### config.mk
export PLATFORM = sky130hd
export DESIGN_NAME = user_io_mc
export DESIGN_NICKNAME = d
export VERILOG_FILES = /design/src/rtl/user_io_mc.sv
export SDC_FILE = /design/constraint.sdc
export NUM_CORES = 1
export LEC_CHECK = 0
export BUFFER_PORTS_ARGS = -buffer_cell sky130_fd_sc_hd__buf_2
export CAP_MARGIN = 5
export CORE_MARGIN = 2
export CORE_UTILIZATION = 35
export CTS_CLUSTER_SIZE = 24
export DETAILED_ROUTE_END_ITERATION = 12
export PLACE_DENSITY = 0.65
export SLEW_MARGIN = 20
export SYNTH_ARGS = -nofsm -noshare
export SYNTH_HDL_FRONTEND = slang
export SYNTH_SLANG_ARGS = --single-unit
### constraint.sdc
create_clock -name clk -period 2 [get_ports clk]
set_input_delay 0 -clock clk [delete_from_list [all_inputs] [get_ports clk]]
set_output_delay 0 -clock clk [all_outputs]
set_load 0.02 [all_outputs]
### src/rtl/user_io_mc.sv
// user_io_mc: clk-domain decoder for the MCU user-I/O SPI channel.
// Oversamples SCK/SS/MOSI, decodes command + payload frames into joystick,
// mouse, keyboard and status outputs, and returns CORE_TYPE on MISO.
module user_io_mc #(
    parameter logic [7:0]  CORE_TYPE = 8'ha1,
    parameter int unsigned JOY_NUM   = 2,
    parameter int unsigned JOY_W     = 6,
    parameter int unsigned STATUS_W  = 8
) (
    input  logic                       clk,
    input  logic                       rst,
    input  logic                       spi_sck,
    input  logic                       spi_ss,
    input  logic                       spi_mosi,
    output logic                       spi_miso,
    output logic                       spi_miso_oe,
    output logic [JOY_NUM*JOY_W-1:0]   joy,
    output logic [2:0]                 mouse_btn,
    output logic [7:0]                 kbd_mouse_data,
    output logic [1:0]                 kbd_mouse_type,
    output logic                       kbd_mouse_strobe,
    output logic [STATUS_W-1:0]        status
);

    localparam int unsigned JOY_BITS = JOY_NUM * JOY_W;

    localparam logic [7:0] CMD_MOUSE  = 8'h04;
    localparam logic [7:0] CMD_KBD    = 8'h05;
    localparam logic [7:0] CMD_STATUS = 8'h14;

    // Synchronizer chains; index 1 is the synchronized sample, index 2 the one before it.
    logic [2:0] sck_q;
    logic [2:0] ss_q;
    logic [1:0] mosi_q;

    logic sck_rise, sck_fall, ss_s, ss_fall, mosi_s;

    // Frame/shift state and registered outputs.
    logic                active_q, active_d;
    logic [2:0]          bit_cnt_q, bit_cnt_d;
    logic [2:0]          byte_cnt_q, byte_cnt_d;
    logic [7:0]          cmd_q, cmd_d;
    logic [6:0]          rx_q, rx_d;
    logic [7:0]          shift_q, shift_d;
    logic [JOY_BITS-1:0] joy_q, joy_d;
    logic [2:0]          btn_q, btn_d;
    logic [7:0]          data_q, data_d;
    logic [1:0]          type_q, type_d;
    logic                strobe_q, strobe_d;
    logic [STATUS_W-1:0] status_q, status_d;
    logic [7:0]          byte_w;

    assign sck_rise = sck_q[1] & ~sck_q[2];
    assign sck_fall = ~sck_q[1] & sck_q[2];
    assign ss_s     = ss_q[1];
    assign ss_fall  = ~ss_q[1] & ss_q[2];
    assign mosi_s   = mosi_q[1];
    assign byte_w   = {rx_q, mosi_s};

    // Bring the SPI pins into the clk domain; SS resets low so a frame in
    // progress at reset release never looks like a fresh falling edge.
    always_ff @(posedge clk or posedge rst) begin
        if (rst) begin
            sck_q  <= '0;
            ss_q   <= '0;
            mosi_q <= '0;
        end else begin
            sck_q  <= {sck_q[1:0], spi_sck};
            ss_q   <= {ss_q[1:0], spi_ss};
            mosi_q <= {mosi_q[0], spi_mosi};
        end
    end

    // State and output registers.
    always_ff @(posedge clk or posedge rst) begin
        if (rst) begin
            active_q   <= 1'b0;
            bit_cnt_q  <= '0;
            byte_cnt_q <= '0;
            cmd_q      <= '0;
            rx_q       <= '0;
            shift_q    <= '0;
            joy_q      <= '0;
            btn_q      <= '0;
            data_q     <= '0;
            type_q     <= '0;
            strobe_q   <= 1'b0;
            status_q   <= '0;
        end else begin
            active_q   <= active_d;
            bit_cnt_q  <= bit_cnt_d;
            byte_cnt_q <= byte_cnt_d;
            cmd_q      <= cmd_d;
            rx_q       <= rx_d;
            shift_q    <= shift_d;
            joy_q      <= joy_d;
            btn_q      <= btn_d;
            data_q     <= data_d;
            type_q     <= type_d;
            strobe_q   <= strobe_d;
            status_q   <= status_d;
        end
    end

    // Frame tracking, shifting and payload decode.
    always_comb begin
        active_d   = active_q;
        bit_cnt_d  = bit_cnt_q;
        byte_cnt_d = byte_cnt_q;
        cmd_d      = cmd_q;
        rx_d       = rx_q;
        shift_d    = shift_q;
        joy_d      = joy_q;
        btn_d      = btn_q;
        data_d     = data_q;
        type_d     = type_q;
        strobe_d   = 1'b0;
        status_d   = status_q;

        if (ss_s) begin
            // Deselected: drop any partial byte, outputs hold.
            active_d   = 1'b0;
            bit_cnt_d  = '0;
            byte_cnt_d = '0;
            cmd_d      = '0;
        end else if (ss_fall) begin
            active_d   = 1'b1;
            shift_d    = CORE_TYPE;
            bit_cnt_d  = '0;
            byte_cnt_d = '0;
        end else if (active_q) begin
            if (sck_fall) begin
                shift_d = {shift_q[6:0], 1'b0};
            end
            if (sck_rise) begin
                rx_d      = byte_w[6:0];
                bit_cnt_d = bit_cnt_q + 3'd1;
                if (bit_cnt_q == 3'd7) begin
                    if (byte_cnt_q == 3'd0) begin
                        cmd_d      = byte_w;
                        byte_cnt_d = 3'd1;
                    end else begin
                        if (byte_cnt_q != 3'd4) begin
                            byte_cnt_d = byte_cnt_q + 3'd1;
                        end
                        if (cmd_q[7:2] == 6'b000100 && byte_cnt_q == 3'd1) begin
                            // Out-of-range joystick numbers match no slice.
                            for (int unsigned i = 0; i < JOY_NUM; i++) begin
                                if (cmd_q[1:0] == 2'(i)) begin
                                    joy_d[i*JOY_W +: JOY_W] = byte_w[JOY_W-1:0];
                                end
                            end
                        end else if (cmd_q == CMD_MOUSE) begin
                            if (byte_cnt_q == 3'd1 || byte_cnt_q == 3'd2) begin
                                strobe_d = 1'b1;
                                data_d   = byte_w;
                                type_d   = (byte_cnt_q == 3'd1) ? 2'd0 : 2'd1;
                            end else if (byte_cnt_q == 3'd3) begin
                                btn_d = byte_w[2:0];
                            end
                        end else if (cmd_q == CMD_KBD) begin
                            strobe_d = 1'b1;
                            data_d   = byte_w;
                            type_d   = 2'd2;
                        end else if (cmd_q == CMD_STATUS && byte_cnt_q == 3'd1) begin
                            status_d = byte_w[STATUS_W-1:0];
                        end
                    end
                end
            end
        end
    end

    assign spi_miso         = shift_q[7];
    assign spi_miso_oe      = active_q;
    assign joy              = joy_q;
    assign mouse_btn        = btn_q;
    assign kbd_mouse_data   = data_q;
    assign kbd_mouse_type   = type_q;
    assign kbd_mouse_strobe = strobe_q;
    assign status           = status_q;

endmodule

==> results.sh <==
export IMPL_numCtsBuffers=9
export IMPL_io_pins=41
export IMPL_drv_slew=0
export IMPL_die_h_microns=95.9
export IMPL_leakage_nw=2.04
export IMPL_final_antenna_net_count=0
export IMPL_setup_viol=0
export IMPL_rsz0062_at_grt="true"
export IMPL_syn_inst=207
export IMPL_clk_latency_ns=0.35
export IMPL_antennaDiodeCount=0
export IMPL_crit_arrival_ns=2.19
export IMPL_required_ns=2.23
export IMPL_portBuffers=40
export IMPL_worst_pin_slew_ns=0.432
export IMPL_cts_tree="yes"
export IMPL_grt_max_degree=39
export IMPL_syn_nets=219
export IMPL_area_growth_pct=31.1
export IMPL_setup_total_negative_slack_ns=0
export IMPL_routedWlPerCell_microns=15.0
export IMPL_powerDensity_nw_per_um2=779
export IMPL_clk_pin_slew_ns=0.07
export IMPL_fin_worst_skew_ns=0.00805
export IMPL_drive_above_1_share=0.472
export IMPL_h_tree_depth=3
export IMPL_grt_usage=0.143
export IMPL_cts_sinks=72
export IMPL_grt_first_pass_wirelength_microns=9770
export IMPL_synth_top_cell_by_area="dfrtp_1"
export IMPL_first_iter_violations=97
export IMPL_dieArea_sq_um=9190
export IMPL_synth_seq_area_share=0.610
export IMPL_reg2reg_to="kbd_mouse_data[4]"
export IMPL_placed_cells=365
export IMPL_nets=293
export IMPL_fin_crit_sh=0.976
export IMPL_clockBufferDepth=2
export IMPL_synth_area_top_cells="dfrtp_1 61%, mux2_2 15%, mux2i_1 3.4%, ha_1 3.0%, nor2_1 2.7%"
export IMPL_fin_util=0.471
export IMPL_globalplace_congestion=0.767
export IMPL_postRouteWirelength_microns=5870
export IMPL_internal_power_mw=2.39
export IMPL_synthFlopType="dfrtp_1"
export IMPL_core_sq_um=8220
export IMPL_hold_violations=0
export IMPL_start_util=0.360
export IMPL_hp_class="input pin to async pin"
export IMPL_r2r_slack_ns=0.05
export IMPL_synth_edf_count=0
export IMPL_drcViolationCount=0
export IMPL_avgSynthCellArea_sq_um=14.3
export IMPL_cp_end_kind="register"
export IMPL_clock_power_share=0.461
export IMPL_overflow=0
export IMPL_maxCapViolations=0
export IMPL_maxSlewHeadroom=0.712
export IMPL_crit_path_start_kind="register"
export IMPL_grt_pass1_vias=1955
export IMPL_synth_ff_latch_count=72
export IMPL_die_width_microns=95.9
export IMPL_clock_fmax_mhz=512
export IMPL_synth_yosys_warnings=0
export IMPL_clockRootBuffer="clkbuf_8"
export IMPL_ir_drop_mv=0.345
export IMPL_period_minus_slack_ns=1.95
export IMPL_yosys_cell_types_count=33
export IMPL_p_sw_uw=630
export IMPL_p_sw_frac=0.209
export IMPL_p_total_mw=3.02
export IMPL_critical_path_class="register to register"
export IMPL_first_pass_iters=5
export IMPL_num_vias=1878
export IMPL_antenna_found_initial=0
export IMPL_dp_hpwl_microns=4080
export IMPL_power_frac_comb=0.035
export IMPL_ys_async_sr_fraction=1.00
export IMPL_yosys_area_top_type_share=0.610
export IMPL_fin_cells=391
export IMPL_viasPerCell=4.80
export IMPL_synth_area_sq_um=2950
export IMPL_critPathMaxFanout=4
export IMPL_power_frac_seq=0.504
export IMPL_rows=33
export IMPL_holdWs_ns=0.113
export IMPL_regToRegStartpoint="bit_cnt_q[0]"
export IMPL_r2r_cells=7
export IMPL_status="complete, no violations"
[layer usage]
| metal | up-vias | wire length [microns] | global-route usage |
|---|---|---|---|
| li1 | 881 | - | - |
| met1 | 950 | 2740 | 0.190 |
| met2 | 36 | 2730 | 0.212 |
| met3 | 11 | 275 | 0.0470 |
| met4 | 0 | 121 | 0.0690 |
| met5 | - | 0 | 0 |
[worst max path at each step]
stage | startpoint | to | depth (start not counted)
CTS | bit_cnt_q[0] | kbd_mouse_data[4] | 7
finish | bit_cnt_q[0] | kbd_mouse_data[4] | 7
detailed placement | byte_cnt_q[1] | joy[4] | 7
global route | bit_cnt_q[0] | kbd_mouse_data[5] | 7
global placement | byte_cnt_q[1] | joy[4] | 7
floorplan | bit_cnt_q[0] | status[0] | 6
[cell usage after synthesis, drive strengths merged, types with 2 or more instances]
cell	instances
a21o	2
a22o	5
nor2	21
nand2b	2
mux2i	10
o21ai	4
nand2	2
a21oi	2
nand4b	3
clkbuf	3
nor3	5
inv	8
dfrtp	72
nand3	2
mux2	40
ha	7
nand3b	4
nor4	5
[registers in the layout, indices dropped and copies added, names as in the netlist]
name and flops:
joy 12, cmd_q 8, kbd_mouse_data 8, shift_q 8, status 8, rx_q 7
bit_cnt_q 3, byte_cnt_q 3, mouse_btn 3, sck_q 3, ss_q 3, kbd_mouse_type 2
mosi_q 2, kbd_mouse_strobe 1, spi_miso_oe 1
[cell families (layout without fill, tap and decap cells)]
| group | Yosys count | in the layout | synth area share |
|---|---|---|---|
| flip-flops | 72 | 72 | 0.610 |
| multiplexers | 50 | 50 | 0.186 |
| AND/OR/NAND/NOR | 48 | 48 | 0.114 |
| AO/OA/AOI/OAI | 17 | 17 | 0.0415 |
| buffers and inverters | 12 | 91 | 0.0157 |
| adder cells (fa/ha/maj) | 7 | 7 | 0.0296 |
| XOR/XNOR | 1 | 1 | 0.00297 |
[area by class of cell]
cell class              count  area [sq um]
clock buffers              11           141
clock inverters             5           104
fillers                   723          4340
inverters                   8          30.0
multi-input cells         123          1220
flip-flops and latches     72          1800
well taps                 105           131
repair buffers             67           444
[metrics by stage]
step	cell area, sq um	worst slack, ns
floorplan	2950	0.00248
global placement	3410	-0.101
detailed placement	3410	-0.116
CTS	3720	0.00789
global route	3870	-0.0370
finish	3870	0.0478
[cell usage in the layout (no fill, tap or decap), drive strengths merged, types with 3 or more instances in the layout]
| cell | synthesis | final |
|---|---|---|
| nand4b | 3 | 3 |
| clkbuf | 3 | 11 |
| mux2 | 40 | 40 |
| nand3b | 4 | 4 |
| nor3 | 5 | 5 |
| o21ai | 4 | 4 |
| inv | 8 | 8 |
| dlygate4sd3 | 0 | 4 |
| mux2i | 10 | 10 |
| nor4 | 5 | 5 |
| bufinv | 0 | 3 |
| buf | 1 | 63 |
| a22o | 5 | 5 |
| nor2 | 21 | 21 |
| dfrtp | 72 | 72 |
| ha | 7 | 7 |
[power by group through the flow]
stage / Sequential (mW) / Combinational (mW) / Clock (mW)
4_1_cts: 1.52 / 0.109 / 1.42
3_3_place_gp: 1.55 / 0.0998 / 0
3_5_place_dp: 1.55 / 0.102 / 0
2_1_floorplan: 1.54 / 0.0603 / 0
6_report: 1.52 / 0.106 / 1.39
5_1_grt: 1.53 / 0.121 / 1.49
[worst max-delay path: stages, from the launching register on]
cell	delay, ns
dfrtp_1	0.37
ha_2	0.20
ha_4	0.13
nand4b_4	0.12
nand3b_4	0.23
nor3_4	0.32
buf_6	0.18
mux2_4	0.30
[what timing repair did]
action,in CTS,in global routing
hold endpoints to repair,75,0
setup endpoints to repair,17,34
pin swaps,1,4
resized for setup,3,29
cloned,0,0
buffers inserted,2,4
hold buffers,4,0
No activity file was read; power rests on OpenSTA's default activity.
